===== src/rtl/fmul_pkg.sv =====
// Shared types and constants for the float-multiplier sharing arbiter.
package fmul_pkg;

  localparam int FP_W = 32;

  typedef enum logic {
    IDLE  = 1'b0,
    ISSUE = 1'b1
  } arb_state_e;

  localparam logic [FP_W-1:0] FP_ONE  = 32'h3F80_0000;
  localparam logic [FP_W-1:0] FP_TWO  = 32'h4000_0000;
  localparam logic [FP_W-1:0] FP_ZERO = 32'h0000_0000;

endpackage


===== src/rtl/fmul_tag_fifo.sv =====
// Synchronous tag FIFO holding the requester ID of every operation in flight.
module fmul_tag_fifo #(
  parameter int WIDTH = 2,
  parameter int DEPTH = 16
) (
  input  logic                       clk,
  input  logic                       rst_n,
  input  logic                       push,
  input  logic [WIDTH-1:0]           push_data,
  input  logic                       pop,
  output logic [WIDTH-1:0]           pop_data,
  output logic                       full,
  output logic                       empty,
  output logic [$clog2(DEPTH):0]     count
);

  localparam int AW = $clog2(DEPTH);

  logic [WIDTH-1:0] mem [DEPTH];
  logic [AW-1:0]    wr_ptr;
  logic [AW-1:0]    rd_ptr;
  logic             do_push;
  logic             do_pop;

  assign empty    = (count == '0);
  assign full     = (count == (AW+1)'(DEPTH));
  assign do_pop   = pop && !empty;
  // A push into a full FIFO is only legal when the head leaves in the same cycle.
  assign do_push  = push && (!full || do_pop);
  assign pop_data = mem[rd_ptr];

  // NOTE: storage carries no reset; validity is tracked by the pointers and count alone.
  always_ff @(posedge clk) begin
    if (do_push) mem[wr_ptr] <= push_data;
  end

  // NOTE: sequential state uses non-blocking assignments so every register samples pre-edge values.
  always_ff @(posedge clk or negedge rst_n) begin
    if (!rst_n) begin
      wr_ptr <= '0;
      rd_ptr <= '0;
      count  <= '0;
    end else begin
      if (do_push) wr_ptr <= wr_ptr + 1'b1;
      if (do_pop)  rd_ptr <= rd_ptr + 1'b1;
      case ({do_push, do_pop})
        2'b10:   count <= count + 1'b1;
        2'b01:   count <= count - 1'b1;
        default: ;
      endcase
    end
  end

endmodule


===== src/rtl/fmul_share_arb.sv =====
// Round-robin sharing of one AXI-Stream float multiplier between NUM_REQ requesters.
// Optional per-requester grant/stall counters are built when FMUL_SHARE_ARB_STATS_EN is defined.
module fmul_share_arb
  import fmul_pkg::*;
#(
  parameter int NUM_REQ = 4,
  parameter int ID_W    = 2,
  parameter int MAX_OUT = 16
) (
  input  logic                    aclk,
  input  logic                    aresetn,
  input  logic [NUM_REQ-1:0]      req_valid,
  output logic [NUM_REQ-1:0]      req_ready,
  input  logic [NUM_REQ*FP_W-1:0] req_a_data,
  input  logic [NUM_REQ*FP_W-1:0] req_b_data,
  output logic                    fm_a_tvalid,
  input  logic                    fm_a_tready,
  output logic [FP_W-1:0]         fm_a_tdata,
  output logic                    fm_b_tvalid,
  input  logic                    fm_b_tready,
  output logic [FP_W-1:0]         fm_b_tdata,
  input  logic                    fm_res_tvalid,
  output logic                    fm_res_tready,
  input  logic [FP_W-1:0]         fm_res_tdata,
  output logic                    rsp_valid,
  input  logic                    rsp_ready,
  output logic [FP_W-1:0]         rsp_data,
  output logic [ID_W-1:0]         rsp_id,
  output logic                    busy
`ifdef FMUL_SHARE_ARB_STATS_EN
  ,
  input  logic                    stat_clr,
  output logic [NUM_REQ*16-1:0]   stat_grant,
  output logic [NUM_REQ*16-1:0]   stat_stall
`endif
);

  localparam int CNT_W = $clog2(MAX_OUT) + 1;

  arb_state_e        state, state_nxt;
  logic [ID_W-1:0]   rr_ptr;
  logic [FP_W-1:0]   issue_a, issue_b;
  logic [ID_W-1:0]   issue_id;
  logic              a_done, b_done, a_done_nxt, b_done_nxt;
  logic              a_fin, b_fin;
  logic              can_grant;
  logic              tag_push, tag_pop;
  logic              fifo_full, fifo_empty;
  logic [ID_W-1:0]   fifo_head;
  logic [CNT_W-1:0]  outstanding;

  // Round-robin pick: lowest valid index at or above rr_ptr, else lowest valid overall.
  logic              pick_any, hi_any;
  logic [ID_W-1:0]   hi_id, lo_id, grant_id;

  // NOTE: every combinational output gets a default first so no path can infer a latch.
  always_comb begin
    pick_any = 1'b0;
    hi_any   = 1'b0;
    hi_id    = '0;
    lo_id    = '0;
    for (int i = NUM_REQ - 1; i >= 0; i--) begin
      if (req_valid[i]) begin
        pick_any = 1'b1;
        lo_id    = ID_W'(i);
        if (i >= int'(rr_ptr)) begin
          hi_any = 1'b1;
          hi_id  = ID_W'(i);
        end
      end
    end
    grant_id = hi_any ? hi_id : lo_id;
  end

  always_comb begin
    state_nxt   = state;
    a_done_nxt  = a_done;
    b_done_nxt  = b_done;
    tag_push    = 1'b0;
    can_grant   = 1'b0;
    fm_a_tvalid = 1'b0;
    fm_b_tvalid = 1'b0;
    a_fin       = a_done | fm_a_tready;
    b_fin       = b_done | fm_b_tready;
    case (state)
      IDLE: begin
        if (pick_any && !fifo_full) begin
          can_grant = 1'b1;
          state_nxt = ISSUE;
        end
      end
      ISSUE: begin
        fm_a_tvalid = !a_done;
        fm_b_tvalid = !b_done;
        if (a_fin && b_fin) begin
          tag_push   = 1'b1;
          a_done_nxt = 1'b0;
          b_done_nxt = 1'b0;
          state_nxt  = IDLE;
        end else begin
          a_done_nxt = a_fin;
          b_done_nxt = b_fin;
        end
      end
      default: state_nxt = IDLE;
    endcase
  end

  assign req_ready = can_grant ? (NUM_REQ'(1) << grant_id) : '0;

  always_ff @(posedge aclk or negedge aresetn) begin
    if (!aresetn) begin
      state    <= IDLE;
      rr_ptr   <= '0;
      issue_a  <= '0;
      issue_b  <= '0;
      issue_id <= '0;
      a_done   <= 1'b0;
      b_done   <= 1'b0;
    end else begin
      state  <= state_nxt;
      a_done <= a_done_nxt;
      b_done <= b_done_nxt;
      if (can_grant) begin
        issue_a  <= req_a_data[grant_id*FP_W +: FP_W];
        issue_b  <= req_b_data[grant_id*FP_W +: FP_W];
        issue_id <= grant_id;
        rr_ptr   <= (grant_id == ID_W'(NUM_REQ - 1)) ? '0 : grant_id + 1'b1;
      end
    end
  end

  assign fm_a_tdata = issue_a;
  assign fm_b_tdata = issue_b;

  // The FIFO occupancy is the count of operations issued but not yet answered.
  fmul_tag_fifo #(
    .WIDTH (ID_W),
    .DEPTH (MAX_OUT)
  ) u_tag_fifo (
    .clk       (aclk),
    .rst_n     (aresetn),
    .push      (tag_push),
    .push_data (issue_id),
    .pop       (tag_pop),
    .pop_data  (fifo_head),
    .full      (fifo_full),
    .empty     (fifo_empty),
    .count     (outstanding)
  );

  assign rsp_valid     = fm_res_tvalid & !fifo_empty;
  assign fm_res_tready = rsp_ready & !fifo_empty;
  assign tag_pop       = fm_res_tvalid & rsp_ready & !fifo_empty;
  assign rsp_data      = fm_res_tdata;
  assign rsp_id        = fifo_empty ? '0 : fifo_head;
  assign busy          = (state == ISSUE) || (outstanding != '0);

  // A result with no tag behind it was never issued by this block.
  a_no_orphan_result: assert property (@(posedge aclk) disable iff (!aresetn)
    !(fm_res_tvalid && fifo_empty));

`ifdef FMUL_SHARE_ARB_STATS_EN
  logic [NUM_REQ-1:0][15:0] grant_cnt, stall_cnt;

  always_ff @(posedge aclk or negedge aresetn) begin
    if (!aresetn) begin
      grant_cnt <= '0;
      stall_cnt <= '0;
    end else if (stat_clr) begin
      grant_cnt <= '0;
      stall_cnt <= '0;
    end else begin
      for (int i = 0; i < NUM_REQ; i++) begin
        if (req_ready[i] && grant_cnt[i] != 16'hFFFF)
          grant_cnt[i] <= grant_cnt[i] + 16'd1;
        if (req_valid[i] && !req_ready[i] && stall_cnt[i] != 16'hFFFF)
          stall_cnt[i] <= stall_cnt[i] + 16'd1;
      end
    end
  end

  assign stat_grant = grant_cnt;
  assign stat_stall = stall_cnt;
`endif

endmodule


===== config.mk =====
export PLATFORM = sky130hd
export DESIGN_NAME = fmul_share_arb
export DESIGN_NICKNAME = d
export VERILOG_FILES = /design/src/rtl/fmul_pkg.sv /design/src/rtl/fmul_tag_fifo.sv /design/src/rtl/fmul_share_arb.sv
export SDC_FILE = /design/constraint.sdc
export NUM_CORES = 1
export LEC_CHECK = 0
export ABC_AREA = 1
export CORE_AREA = 2 2 159 161
export DETAILED_ROUTE_END_ITERATION = 10
export DIE_AREA = 0 0 161 163
export PLACE_DENSITY = 0.67
export SETUP_SLACK_MARGIN = 0.05
export SLEW_MARGIN = 40
export SYNTH_ARGS = -nofsm -noshare
export SYNTH_HDL_FRONTEND = slang
export SYNTH_HIERARCHICAL = 1
export SYNTH_SLANG_ARGS = --single-unit

===== constraint.sdc =====
create_clock -name aclk -period 6.6 [get_ports aclk]
set_clock_uncertainty 0.2 [all_clocks]
set_input_delay 0.99 -clock aclk [delete_from_list [all_inputs] [get_ports aclk]]
set_output_delay 0.99 -clock aclk [all_outputs]
set_load 0.01 [all_outputs]

# Word level (Yosys, flattened, before mapping)
# Memory sizes are Yosys's and may differ from the RTL's.
# Cells that the tools add are included.
# word_totals
regBits	84
latchBits	0
mem_bits_rw	32
romBits	0
input_bits	298
out_inout_bits	107
mem_count	1
# memory_table
name	depth	width	rd	rd_clocked_by_memory_dff	write_ports	line_no	rtl
u_tag_fifo.mem	16	2	1	0	1	fmul_tag_fifo.sv:19	logic [WIDTH-1:0] mem [DEPTH];
# classes
addsub	5
n_mul	0
n_div	0
magnitude_cmp	3
n_eq_ne	4
shifts	3
n_mux	37
n_bitwise	7
reduce_logical	13
# ops
cell	count
indexed part select 128 x 8 -> 32 bit	2
2-to-1 mux 2 bit	13
2-to-1 mux 1 bit	21
case mux 5 bit (2 select lines)	1
adder 4 x 1 -> 4 bit (second input constant)	2
adder 5 x 1 -> 5 bit (second input constant)	1
equality test 5 bit (second input constant)	1
zero test 5 bit	1
nonzero test 5 bit	1
subtractor 5 x 1 -> 5 bit (second input constant)	1
bitwise AND 1 bit	4
equality test 2 bit (second input constant)	2
>= comparator 1 x 2 -> 1 bit (first input constant)	2
logical AND 1 bit	4
zero test 1 bit	4
2-to-1 mux 4 bit	1
left shift 1 x 2 -> 4 bit (first input constant)	1
adder 2 x 1 -> 2 bit (second input constant)	1
equality test 2 x 1 -> 1 bit (second input constant)	1
>= comparator 2 bit (first input constant)	1
logical OR 1 bit	2
OR 1 bit	2
case mux 1 bit (2 select lines)	1
nonzero test 2 bit	1
inverter 1 bit	1

# Logic depth before layout (Yosys ltp)
# logic_depth
ltp_word	10
mapped_depth	16

# Hierarchy
# The synthesis kept the hierarchy.
# by_module_without_submodules
mod	n_inst	cells_per_inst	area_each_um2
fmul_share_arb	1	922	5709.2
fmul_tag_fifo	1	200	2158.3

# Least setup slack after synthesis
# Ideal clock, no wire load.
# synth_timing
path_kind	input to output
startpoint	input port req_valid[0]
endpoint	output port req_ready[2]
arrival_time_ns	2.116
t_required_ns	5.410
slack_ns	3.294
stages	10
n_path_buf	2
path_cell_list	nand3_1 -> nand2_1 -> nor2_1 -> nand2_1 -> nand2_2 -> buf_2 -> buf_2 -> ha_1 -> inv_1 -> nor2_1
# synth_between
elab_chain_len	5
word_cells_on_any_way	10
# synth_rtl
item	line_no	rtl
start: declaration	fmul_share_arb.sv:12	input logic [NUM_REQ-1:0] req_valid,
2-to-1 mux 1 bit	fmul_share_arb.sv:63	if (req_valid[i]) begin
logical AND 1 bit	fmul_share_arb.sv:87	if (pick_any && !fifo_full) begin
2-to-1 mux 1 bit	fmul_share_arb.sv:87	
2-to-1 mux 1 bit	fmul_share_arb.sv:85	case (state)
2-to-1 mux 4 bit *	fmul_share_arb.sv:109	assign req_ready = can_grant ? (NUM_REQ'(1) << grant_id) : '0;
end: declaration	fmul_share_arb.sv:13	output logic [NUM_REQ-1:0] req_ready,
# Mark *: on every way between the ends. The rest lies on a longest branch, timed or not.

# Worst setup path in the final report
# layout_timing
startpoint	input port req_valid[1]
endpoint	output port req_ready[1]
# layout_between
elab_chain_len	6
word_cells_on_any_way	16
# layout_rtl
item	line_no	rtl
2-to-1 mux 2 bit / 2-to-1 mux 1 bit (equally long branches)	fmul_share_arb.sv:63	
2-to-1 mux 2 bit / 2-to-1 mux 1 bit (equally long branches)	fmul_share_arb.sv:66	if (i >= int'(rr_ptr)) begin
2-to-1 mux 2 bit / 2-to-1 mux 1 bit (equally long branches)	fmul_share_arb.sv:63	
2-to-1 mux 2 bit *	fmul_share_arb.sv:72	grant_id = hi_any ? hi_id : lo_id;
via grant_id[0]	fmul_share_arb.sv:54	logic [ID_W-1:0] hi_id, lo_id, grant_id;
left shift 1 x 2 -> 4 bit *	fmul_share_arb.sv:109	
2-to-1 mux 4 bit *	fmul_share_arb.sv:109	
# Mark *: on every way through the listed nets, which the timed path passes. The rest lies on a longest branch.

==> results by group <==
Finish
  • Filler instances: 2486
  • ANT cells: 0
  • Final Util: 48.1%
  • Nets: 1714
  • Final Instance Count excl. Fillers: 1745
  • Layout cell share with drive strength beyond 1: 7.42%
  • P&R area growth vs syn: 51.0%
  • Final instance area: 11900 um^2

Job
  • Max cap viols: 0

Clocking
  • CTS root buf: clkbuf_16
  • Reg clk slew, reported paths: 50 ps
  • Post-CTS sizing: 0
  • Clock Path Buffers: 2
  • Htree depth: 4
  • Setup bufs post-CTS: 0
  • CTS buffer count: 17
  • Hold-fix buffers, CTS: 0
  • Clock sinks: 116
  • Clock Latency Late Sink: 410 ps
  • CTS tree: built

Global routing
  • GRT Overall Usage: 19.5%
  • Initial antenna violation count: 1
  • Grt ovf: 0
  • Vias in the first global route: 7563
  • First-pass GRT wire length: 40500 um
  • Largest net degree at the start of global routing: 75

Worst setup path
  • FF-to-FF Start: rr_ptr[1]
  • Critical path's slowest cell: clkdlybuf4s50_1
  • Worst setup EP type: primary output
  • Worst-path cell chain: clkdlybuf4s50_1 > nand2_1 > nand2_1 > nor2_1 > nand2_1 > buf_4 > nand2_8 > inv_1 > ha_1 > inv_1 > nor2_1 > clkdlybuf4s50_1
  • Critical Path Source Type: primary input
  • Critical path class: primary input to primary output
  • Critical path's largest stage delay: 560 ps
  • Cell mode on critical path: nand2_1
  • Critical Path Start: req_valid[1]
  • CP max FO: 47
  • Critical Path AT: 3570 ps
  • Worst Path Required: 5410 ps

STA
  • Fmax: 210 MHz
  • RSZ-0062 raised after global routing: false
  • Max_slew headroom: 54.4%
  • Final hold violation count: 0
  • Hold slack final: 272 ps
  • Final worst slack: 1840 ps
  • Setup-failing EPs final: 0
  • Ratio of final minimum period to clock period: 72.1%
  • Worst slew pin tran: 684 ps
  • Min Tclk post-route: 4760 ps
  • Final TNS setup: 0 ps
  • Max Slew Vio Count: 0

Yosys
  • Synthesized area: 7870 um^2
  • Count leader, synth: nand2_1
  • Flops & latches, synth: 116
  • Area share of the largest cell type after synthesis: 26.7%
  • Syn_area_per_cell: 7.01 um^2
  • Post-synth EDFFs: 32
  • Syn Nets: 1433
  • Most frequent cells after synthesis: nand2_1, inv_1, nand3_1
  • Post-synthesis sequential area ratio: 38.9%
  • Cells after Synth: 1122
  • Post-synth ARST share: 72.4%
  • Unique masters post-synth: 36
  • Yosys warns: 6
  • Synth area leader: dfrtp_1
  • Synth area leaders: dfrtp_1, nand2_1, edfxtp_1
  • Main flop type after synthesis: dfrtp_1

Floorplan
  • Core ar.: 24700 um^2
  • Die width: 161 um
  • Site Rows: 58
  • Top-Level Pins: 405
  • Die ar.: 26200 um^2
  • Initial core utilization: 31.9%
  • Vert. Die Dim: 163 um

Outcome
  • Status: finished, final reports clean

Place
  • IO Port Bufs: 340
  • Placed Cells: 1714
  • Setup WS pre-CTS: 1850 ps
  • Gp weighted congestion: 0.872
  • Dpl cell area: 11300 um^2
  • DP HPWL: 19700 um

Drt
  • Antenna-violating nets left: 0
  • Metal1 wirelength: 10600 um
  • Final wirelength: 26200 um
  • Via density: 4.57
  • Max Used Layer: met5
  • Wire length on met2: 12800 um
  • Drt first pass iters: 4
  • Vias: 7980
  • DR iter-0 viols: 399
  • Residual DRC: 0
  • Met3 wire length: 2050 um
  • WL/cell: 15.0 um

Power
  • VDD IR max: 0.195 mV
  • Power Density: 383 nW/um^2
  • Leakage: 5.73 nW
  • Total power: 4.55 mW

Min path
  • Hold WC Path Type: register to register
  • HP Start: fm_a_tdata[17]
## registers in the layout, indices dropped and copies added, names as in the netlist
signal / count
fm_a_tdata: 32
a_done: 1
issue_id: 2
fm_b_tdata: 32
rr_ptr: 2
b_done: 1
u_tag_fifo/rd_ptr: 4
state: 1
u_tag_fifo/mem: 32
u_tag_fifo/wr_ptr: 4
u_tag_fifo/count: 5
## final cells by class
type	instances	area, um^2	share of cell area (%)
Sequential cell	116	3060	25.8
Inverter	213	803	6.76
Clock inverter	9	81.3	0.685
Multi-Input combinational cell	703	3510	29.6
Clock buffer	22	474	3.99
Tap cell	330	413	3.48
Timing Repair Buffer	352	3530	29.7
## routing by layer
metal	vias to the layer above	GRT usage [%]
li1	4023	-
met1	3663	24.0
met2	247	32.1
met3	45	6.70
met4	2	6.49
met5	-	0
## layout by cell type, fill, tap and decap left out, types with 2 or more instances in the layout
cell and instances:
o21ai_0 23, dfrtp_1 84, nand3_1 185, clkbuf_16 17, clkinv_2 4, edfxtp_1 32, inv_2 3, xor2_1 8
or2_2 41, clkbuf_8 3, nor2_1 58, clkdlybuf4s50_1 339, nand2_4 3, clkinvlp_4 4, nor2_2 2, buf_4 10
nor2_4 2, ha_1 12, clkbuf_1 2, nand2_1 294, nand2_2 2, o211ai_1 49, a21oi_1 7, inv_1 208
nand3_2 3, inv_4 2, o31ai_1 2
## final timing paths
path / slack, ps / end / cells past startpoint
worst max-delay path: 1840 / req_ready[1] / 12
worst min-delay path: 270 / fm_a_tdata[17] / 2
max in group asynchronous: 4780 / fm_a_tdata[11] / 2
min in group asynchronous: 360 / fm_a_tdata[7] / 1
worst max register to register: 3140 / fm_a_tdata[13] / 13
worst min register to register: 270 / fm_a_tdata[17] / 2
## power breakdown
| part | total (mW) | leakage (nW) | internal, mW | switching [mW] |
|---|---|---|---|---|
| Combinational | 2.40 | 4.16 | 1.07 | 1.33 |
| Sequential | 1.27 | 1.31 | 1.04 | 0.230 |
| Clock | 0.873 | 0.264 | 0.543 | 0.330 |
## cell families (layout without fill, tap and decap cells)
group / Yosys count / in the layout / share of synthesized area, %
buffers and inverters: 303 / 596 / 16.8
and+or+nand+nor: 595 / 595 / 33.6
xor gates and xnor gates: 9 / 9 / 1.10
DFF: 116 / 116 / 38.9
AOI/OAI and AO/OA: 86 / 86 / 7.44
adders and majority gates: 13 / 13 / 2.16
## worst max-delay path, delay by kind of cell
family	cells	cell delay, ps
fa+ha+maj	1	160
simple gates	6	710
buf+inv	5	1680
(Power assumes the default switching activity.)
